--- config.mk ---
export PLATFORM = sky130hd
export DESIGN_NAME = fazyrv_wb_arb
export DESIGN_NICKNAME = d
export VERILOG_FILES = /design/src/rtl/fazyrv_wb_arb_pkg.sv /design/src/rtl/fazyrv_wb_tmo.sv /design/src/rtl/fazyrv_wb_arb.sv
export SDC_FILE = /design/constraint.sdc
export NUM_CORES = 1
export LEC_CHECK = 0
export ABC_AREA = 1
export CORE_AREA = 2 2 110 112
export CTS_CLUSTER_SIZE = 10
export DETAILED_ROUTE_END_ITERATION = 6
export DIE_AREA = 0 0 112 114
export PLACE_DENSITY = 0.61
export SKIP_CTS_REPAIR_TIMING = 1
export SLEW_MARGIN = 25
export SYNTH_ARGS = -nofsm -noshare
export SYNTH_HDL_FRONTEND = slang
export SYNTH_SLANG_ARGS = --single-unit
--- constraint.sdc ---
create_clock -name clk_i -period 2.2 [get_ports clk_i]
set_input_delay 0.22 -clock clk_i [delete_from_list [all_inputs] [get_ports clk_i]]
set_output_delay 0.22 -clock clk_i [all_outputs]
set_load 0.01 [all_outputs]
--- src/rtl/fazyrv_wb_arb_pkg.sv ---
// rtl/fazyrv_wb_arb_pkg.sv - grant FSM states and grant encodings shared by the imem/dmem Wishbone arbiter
package fazyrv_wb_arb_pkg;

  typedef enum logic [1:0] {
    IDLE  = 2'b00,
    GNT_I = 2'b01,
    GNT_D = 2'b10
  } arb_state_t;

  localparam logic [1:0] GNT_IMEM = 2'b01;
  localparam logic [1:0] GNT_DMEM = 2'b10;

  function automatic logic [1:0] state_to_gnt(input arb_state_t s);
    case (s)
      GNT_I:   return GNT_IMEM;
      GNT_D:   return GNT_DMEM;
      default: return 2'b00;
    endcase
  endfunction

endpackage

--- src/rtl/fazyrv_wb_tmo.sv ---
// rtl/fazyrv_wb_tmo.sv - grant watchdog, used only when FAZYRV_WB_ARB_TMO_EN is defined
// Counts ackless grant cycles; expire_o flags the TIMEOUT-th one unless the slave acks it.
module fazyrv_wb_tmo #(
  parameter int TIMEOUT = 255
) (
  input  logic clk_i,
  input  logic rst_i,
  input  logic active_i,
  input  logic ack_i,
  output logic expire_o
);

  localparam int CNT_W = $clog2(TIMEOUT + 1);
  localparam logic [CNT_W-1:0] LAST = CNT_W'(TIMEOUT - 1);

  logic [CNT_W-1:0] r_cnt;

  // Idle cycles hold the count at zero, so every new grant starts fresh.
  always_ff @(posedge clk_i or posedge rst_i) begin
    if (rst_i) begin
      r_cnt <= '0;
    end else if (!active_i) begin
      r_cnt <= '0;
    end else if (!ack_i) begin
      r_cnt <= r_cnt + 1'b1;
    end
  end

  assign expire_o = active_i && !ack_i && (r_cnt == LAST);

endmodule

--- src/rtl/fazyrv_wb_arb.sv ---
// rtl/fazyrv_wb_arb.sv - shares one Wishbone slave between imem and dmem masters (RR or DMEM priority)
// Optional grant watchdog enabled by FAZYRV_WB_ARB_TMO_EN.
module fazyrv_wb_arb
  import fazyrv_wb_arb_pkg::*;
#(
  parameter string PRIO    = "RR",
  parameter int    TIMEOUT = 255
) (
  input  logic        clk_i,
  input  logic        rst_i,
  input  logic        imem_stb_i,
  input  logic        imem_cyc_i,
  input  logic [31:0] imem_adr_i,
  output logic [31:0] imem_dat_o,
  output logic        imem_ack_o,
  input  logic        dmem_cyc_i,
  input  logic        dmem_stb_i,
  input  logic        dmem_we_i,
  input  logic [3:0]  dmem_be_i,
  input  logic [31:0] dmem_adr_i,
  input  logic [31:0] dmem_dat_i,
  output logic [31:0] dmem_dat_o,
  output logic        dmem_ack_o,
  output logic        wb_cyc_o,
  output logic        wb_stb_o,
  output logic        wb_we_o,
  output logic [3:0]  wb_be_o,
  output logic [31:0] wb_adr_o,
  output logic [31:0] wb_dat_o,
  input  logic [31:0] wb_dat_i,
  input  logic        wb_ack_i,
  output logic [1:0]  gnt_o,
  output logic        tmo_o
);

  localparam bit DMEM_PRIO = (PRIO == "DMEM");

  if (TIMEOUT < 2) begin : g_bad_timeout
    $error("fazyrv_wb_arb: TIMEOUT must be >= 2");
  end

  arb_state_t r_state, w_next;
  logic       r_last_dmem, w_last_dmem_next;
  logic       w_req_i, w_req_d, w_cyc_g, w_ack_g, w_tmo;

  assign w_req_i = imem_cyc_i & imem_stb_i;
  assign w_req_d = dmem_cyc_i & dmem_stb_i;

  always_comb begin
    w_cyc_g = 1'b0;
    case (r_state)
      GNT_I:   w_cyc_g = imem_cyc_i;
      GNT_D:   w_cyc_g = dmem_cyc_i;
      default: w_cyc_g = 1'b0;
    endcase
  end

  // A master that has already dropped cyc gets nothing, even a coincident ack.
  assign w_ack_g = w_cyc_g & wb_ack_i;

`ifdef FAZYRV_WB_ARB_TMO_EN
  logic w_expire;

  fazyrv_wb_tmo #(
    .TIMEOUT(TIMEOUT)
  ) u_tmo (
    .clk_i   (clk_i),
    .rst_i   (rst_i),
    .active_i(r_state != IDLE),
    .ack_i   (wb_ack_i),
    .expire_o(w_expire)
  );

  assign w_tmo = w_expire & w_cyc_g;
`else
  assign w_tmo = 1'b0;
`endif

  always_ff @(posedge clk_i or posedge rst_i) begin
    if (rst_i) begin
      r_state     <= IDLE;
      r_last_dmem <= 1'b0;
    end else begin
      r_state     <= w_next;
      r_last_dmem <= w_last_dmem_next;
    end
  end

  always_comb begin
    w_next           = r_state;
    w_last_dmem_next = r_last_dmem;
    case (r_state)
      IDLE: begin
        if (w_req_i && w_req_d) begin
          w_next = (DMEM_PRIO || !r_last_dmem) ? GNT_D : GNT_I;
        end else if (w_req_d) begin
          w_next = GNT_D;
        end else if (w_req_i) begin
          w_next = GNT_I;
        end
        if (w_next == GNT_D) w_last_dmem_next = 1'b1;
        if (w_next == GNT_I) w_last_dmem_next = 1'b0;
      end
      // Every grant ends in IDLE, which gives the mandatory gap cycle.
      GNT_I, GNT_D: begin
        if (!w_cyc_g || w_ack_g || w_tmo) w_next = IDLE;
      end
      default: w_next = IDLE;
    endcase
  end

  always_comb begin
    wb_cyc_o   = 1'b0;
    wb_stb_o   = 1'b0;
    wb_we_o    = 1'b0;
    wb_be_o    = 4'h0;
    wb_adr_o   = 32'h0;
    wb_dat_o   = 32'h0;
    imem_ack_o = 1'b0;
    dmem_ack_o = 1'b0;
    imem_dat_o = wb_dat_i;
    dmem_dat_o = wb_dat_i;
    case (r_state)
      GNT_I: begin
        wb_cyc_o   = w_req_i & ~w_tmo;
        wb_stb_o   = w_req_i & ~w_tmo;
        wb_be_o    = 4'hF;
        wb_adr_o   = imem_adr_i;
        imem_ack_o = w_ack_g | w_tmo;
        if (w_tmo) imem_dat_o = 32'h0;
      end
      GNT_D: begin
        wb_cyc_o   = w_req_d & ~w_tmo;
        wb_stb_o   = w_req_d & ~w_tmo;
        wb_we_o    = dmem_we_i;
        wb_be_o    = dmem_be_i;
        wb_adr_o   = dmem_adr_i;
        wb_dat_o   = dmem_dat_i;
        dmem_ack_o = w_ack_g | w_tmo;
        if (w_tmo) dmem_dat_o = 32'h0;
      end
      default: ;
    endcase
  end

  assign gnt_o = state_to_gnt(r_state);
  assign tmo_o = w_tmo;

endmodule

==> results.txt <==
run status = completed
Hold Violations, Final = 0
Maximum Capacitance Violations = 0
type of the tightest min-delay check = in2async
routed wirelength normalized by instance count = 13.11 um
reg-to-reg endpoint = r_last_dmem$_DFFE_PP0P_
Max Clk Rate = 468.7 MHz
post-route ant nets = 0
data required time of the critical path = 1.98 ns
average instance area after synthesis = 5.656 um2
CORE AREA = 0.01171 mm2
Die W = 112 um
slowest stage cell on the critical path = sky130_fd_sc_hd__clkdlybuf4s50_1
Starting Density = 0.1439
TritonCTS clock tree = yes
share of final-layout standard cells stronger than drive strength 1 = 0.1241
slack of the critical path = 0.06631 ns
IR drop worst, VDD = 610.9 uV
clock latency on the worst-skew pair = 0.23 ns
first-pass GRT wire length = 10150 um
Setup TNS Final = 0 ns
I/O pin count = 280
via-per-instance ratio = 3.788
Leakage Power = 0.001971 uW
post-placement setup slack = 0.02373 ns
leading cell type in the layout, fill and taps excluded = sky130_fd_sc_hd__clkdlybuf4s50_1
number of buffers created by CTS = 3
CTS max path bufs = 2
cells on worst reg2reg path = 8
startpoint type of the worst setup path = flop
number of register bits inferred by synthesis = 3
clk sinks = 3
Die Span Y = 114 um
area overhead of the layout relative to synthesis = 108.1%
Slowest Stage Delay on Critical Path = 0.55 ns
final standard cell count with taps included and fillers excluded = 566
Seq/Total Area, Yosys = 0.04454
time the final worst path needs with I/O delays and setup = 2.134 ns
floorplan row count = 40
placed wire-length estimate after detailed placement = 5581 um
antenna violations before repair = 0
global placement routability congestion = 0.7550
pin count of the biggest net entering global routing = 37
Detailed Route Iter0 Violations = 78
yosys synthesis warning count = 0
final wirelength = 7420 um
number of standard cells after synthesis = 298
final core utilization = 0.2995
total DRC errors in the routed layout = 0
sequence of cells on the critical path = inv_2 > buf_4 > ha_4 > buf_12 > nand2_1 > a21oi_2 > clkdlybuf4s50_1
total inserted antenna cells = 0
CTS root buf = sky130_fd_sc_hd__clkbuf_16
Max Fanout on Critical Path = 22
count of cell types in the netlist = 19
Final Max Tran Viols = 0
combined area of all synthesized cells = 0.001685 mm2
post-placement cell count = 559
critical path class = reg2out
Arr. time, crit path = 1.91 ns
RR Startpoint = r_state[0]$_DFFE_PP0P_
portion of the clock cycle consumed by the worst path in the final layout = 0.9699
element type at the critical path end = output port
global route total overflow = 0
worst setup skew after layout = 0.00009318 ns
number of global-route vias before repair = 1924
Port Buf Inserts = 182
Fillers = 1274
layout net count = 566
Die ar. = 0.01277 mm2
vias post-DR = 2144
final setup violation count = 0
First-pass DRT Iterations = 4
post-synth net total = 444
most used cells in the layout excluding fill and tap cells = 152 x sky130_fd_sc_hd__clkdlybuf4s50_1, 111 x sky130_fd_sc_hd__nand2_1, 38 x sky130_fd_sc_hd__inv_1
power density over the cells = 800.8 mW/mm2
clock input transition at the sequential cells of the worst setup and hold paths = 0.03 ns
overall power = 2809 uW
internal reg-to-reg setup slack = 0.75 ns
global-route total usage across every layer = 0.09750
H-tree levels = 1
per-stage QoR:
| step | hold slack, ns | instance area, um2 |
|---|---|---|
| after global routing | 0.1755 | 3507 |
| after detailed placement | 0.4010 | 3226 |
| after floorplan | -0.02636 | 1685 |
| after CTS | 0.1607 | 3304 |
| after global placement | 0.3994 | 3226 |
| final | 0.1679 | 3507 |
final cells by class:
| type | instances | area, um2 | area share |
|---|---|---|---|
| clock buffers | 4 | 78.83 | 0.02248 |
| repair inverters | 1 | 6.256 | 0.001784 |
| flip-flops and latches | 3 | 75.07 | 0.02141 |
| multi-input cells | 172 | 922.1 | 0.2629 |
| well taps | 147 | 183.9 | 0.05244 |
| inverters | 42 | 168.9 | 0.04816 |
| repair buffers | 197 | 2072 | 0.5908 |
cell usage after synthesis (all sizes together):
cell	number	area, um2
a21oi	38	265.3
a31oi	1	6.260
and2	1	6.260
buf	81	588.1
conb	1	3.750
dfrtp	3	75.07
ha	6	75.07
inv	42	157.7
nand2	115	451.7
nand3	5	25.02
nand3b	1	7.510
nor2	3	18.77
o21ai	1	5.000
critical path, delay by kind of cell (launching register included):
family / cells / cell delay [ns]
flip-flops: 1 / 0.37
buffers and inverters: 4 / 0.94
AO/OA/AOI/OAI: 1 / 0.12
adder cells (fa/ha/maj): 1 / 0.18
AND/OR/NAND/NOR: 1 / 0.07
flip-flops by register name, summed over array words and instances, names as in the netlist:
name,flops
r_state,2
r_last_dmem,1
cell families (layout without fill, tap and decap cells):
| kind of cell | count (synthesis) | after routing | synth area share |
|---|---|---|---|
| AO/OA/AOI/OAI | 40 | 40 | 0.1641 |
| adder cells (fa/ha/maj) | 6 | 6 | 0.04454 |
| buffers and inverters | 123 | 244 | 0.4425 |
| flip-flops | 3 | 3 | 0.04454 |
| other | 1 | 1 | 0.002225 |
| AND/OR/NAND/NOR | 125 | 125 | 0.3022 |
power breakdown:
part	switching, uW	leakage (uW)	total (uW)	internal [uW]
registers	13.5	0.0000361	92.3	78.8
logic	1240	0.00190	2420	1180
clock network	54.6	0.0000382	294	240
total	1310	0.00197	2810	1500
per-layer routing:
| metal | routed length (um) | track usage | vias up |
|---|---|---|---|
| li1 | - | - | 1065 |
| met1 | 3048 | 0.1224 | 949 |
| met2 | 3628 | 0.1644 | 115 |
| met3 | 644 | 0.02657 | 15 |
| met4 | 98 | 0.02846 | 0 |
| met5 | 0 | 0 | - |
worst max path at each step:
stage / startpoint / endpoint / depth (start not counted)
2_1_floorplan: r_state[0]$_DFFE_PP0P_ / wb_stb_o / 6
3_5_place_dp: r_state[1]$_DFFE_PP0P_ / wb_be_o[1] / 6
4_1_cts: r_state[1]$_DFFE_PP0P_ / wb_be_o[1] / 6
5_1_grt: r_state[0]$_DFFE_PP0P_ / wb_adr_o[15] / 7
6_report: r_state[0]$_DFFE_PP0P_ / wb_adr_o[24] / 7
3_3_place_gp: r_state[1]$_DFFE_PP0P_ / imem_ack_o / 6
(Power assumes the default switching activity.)
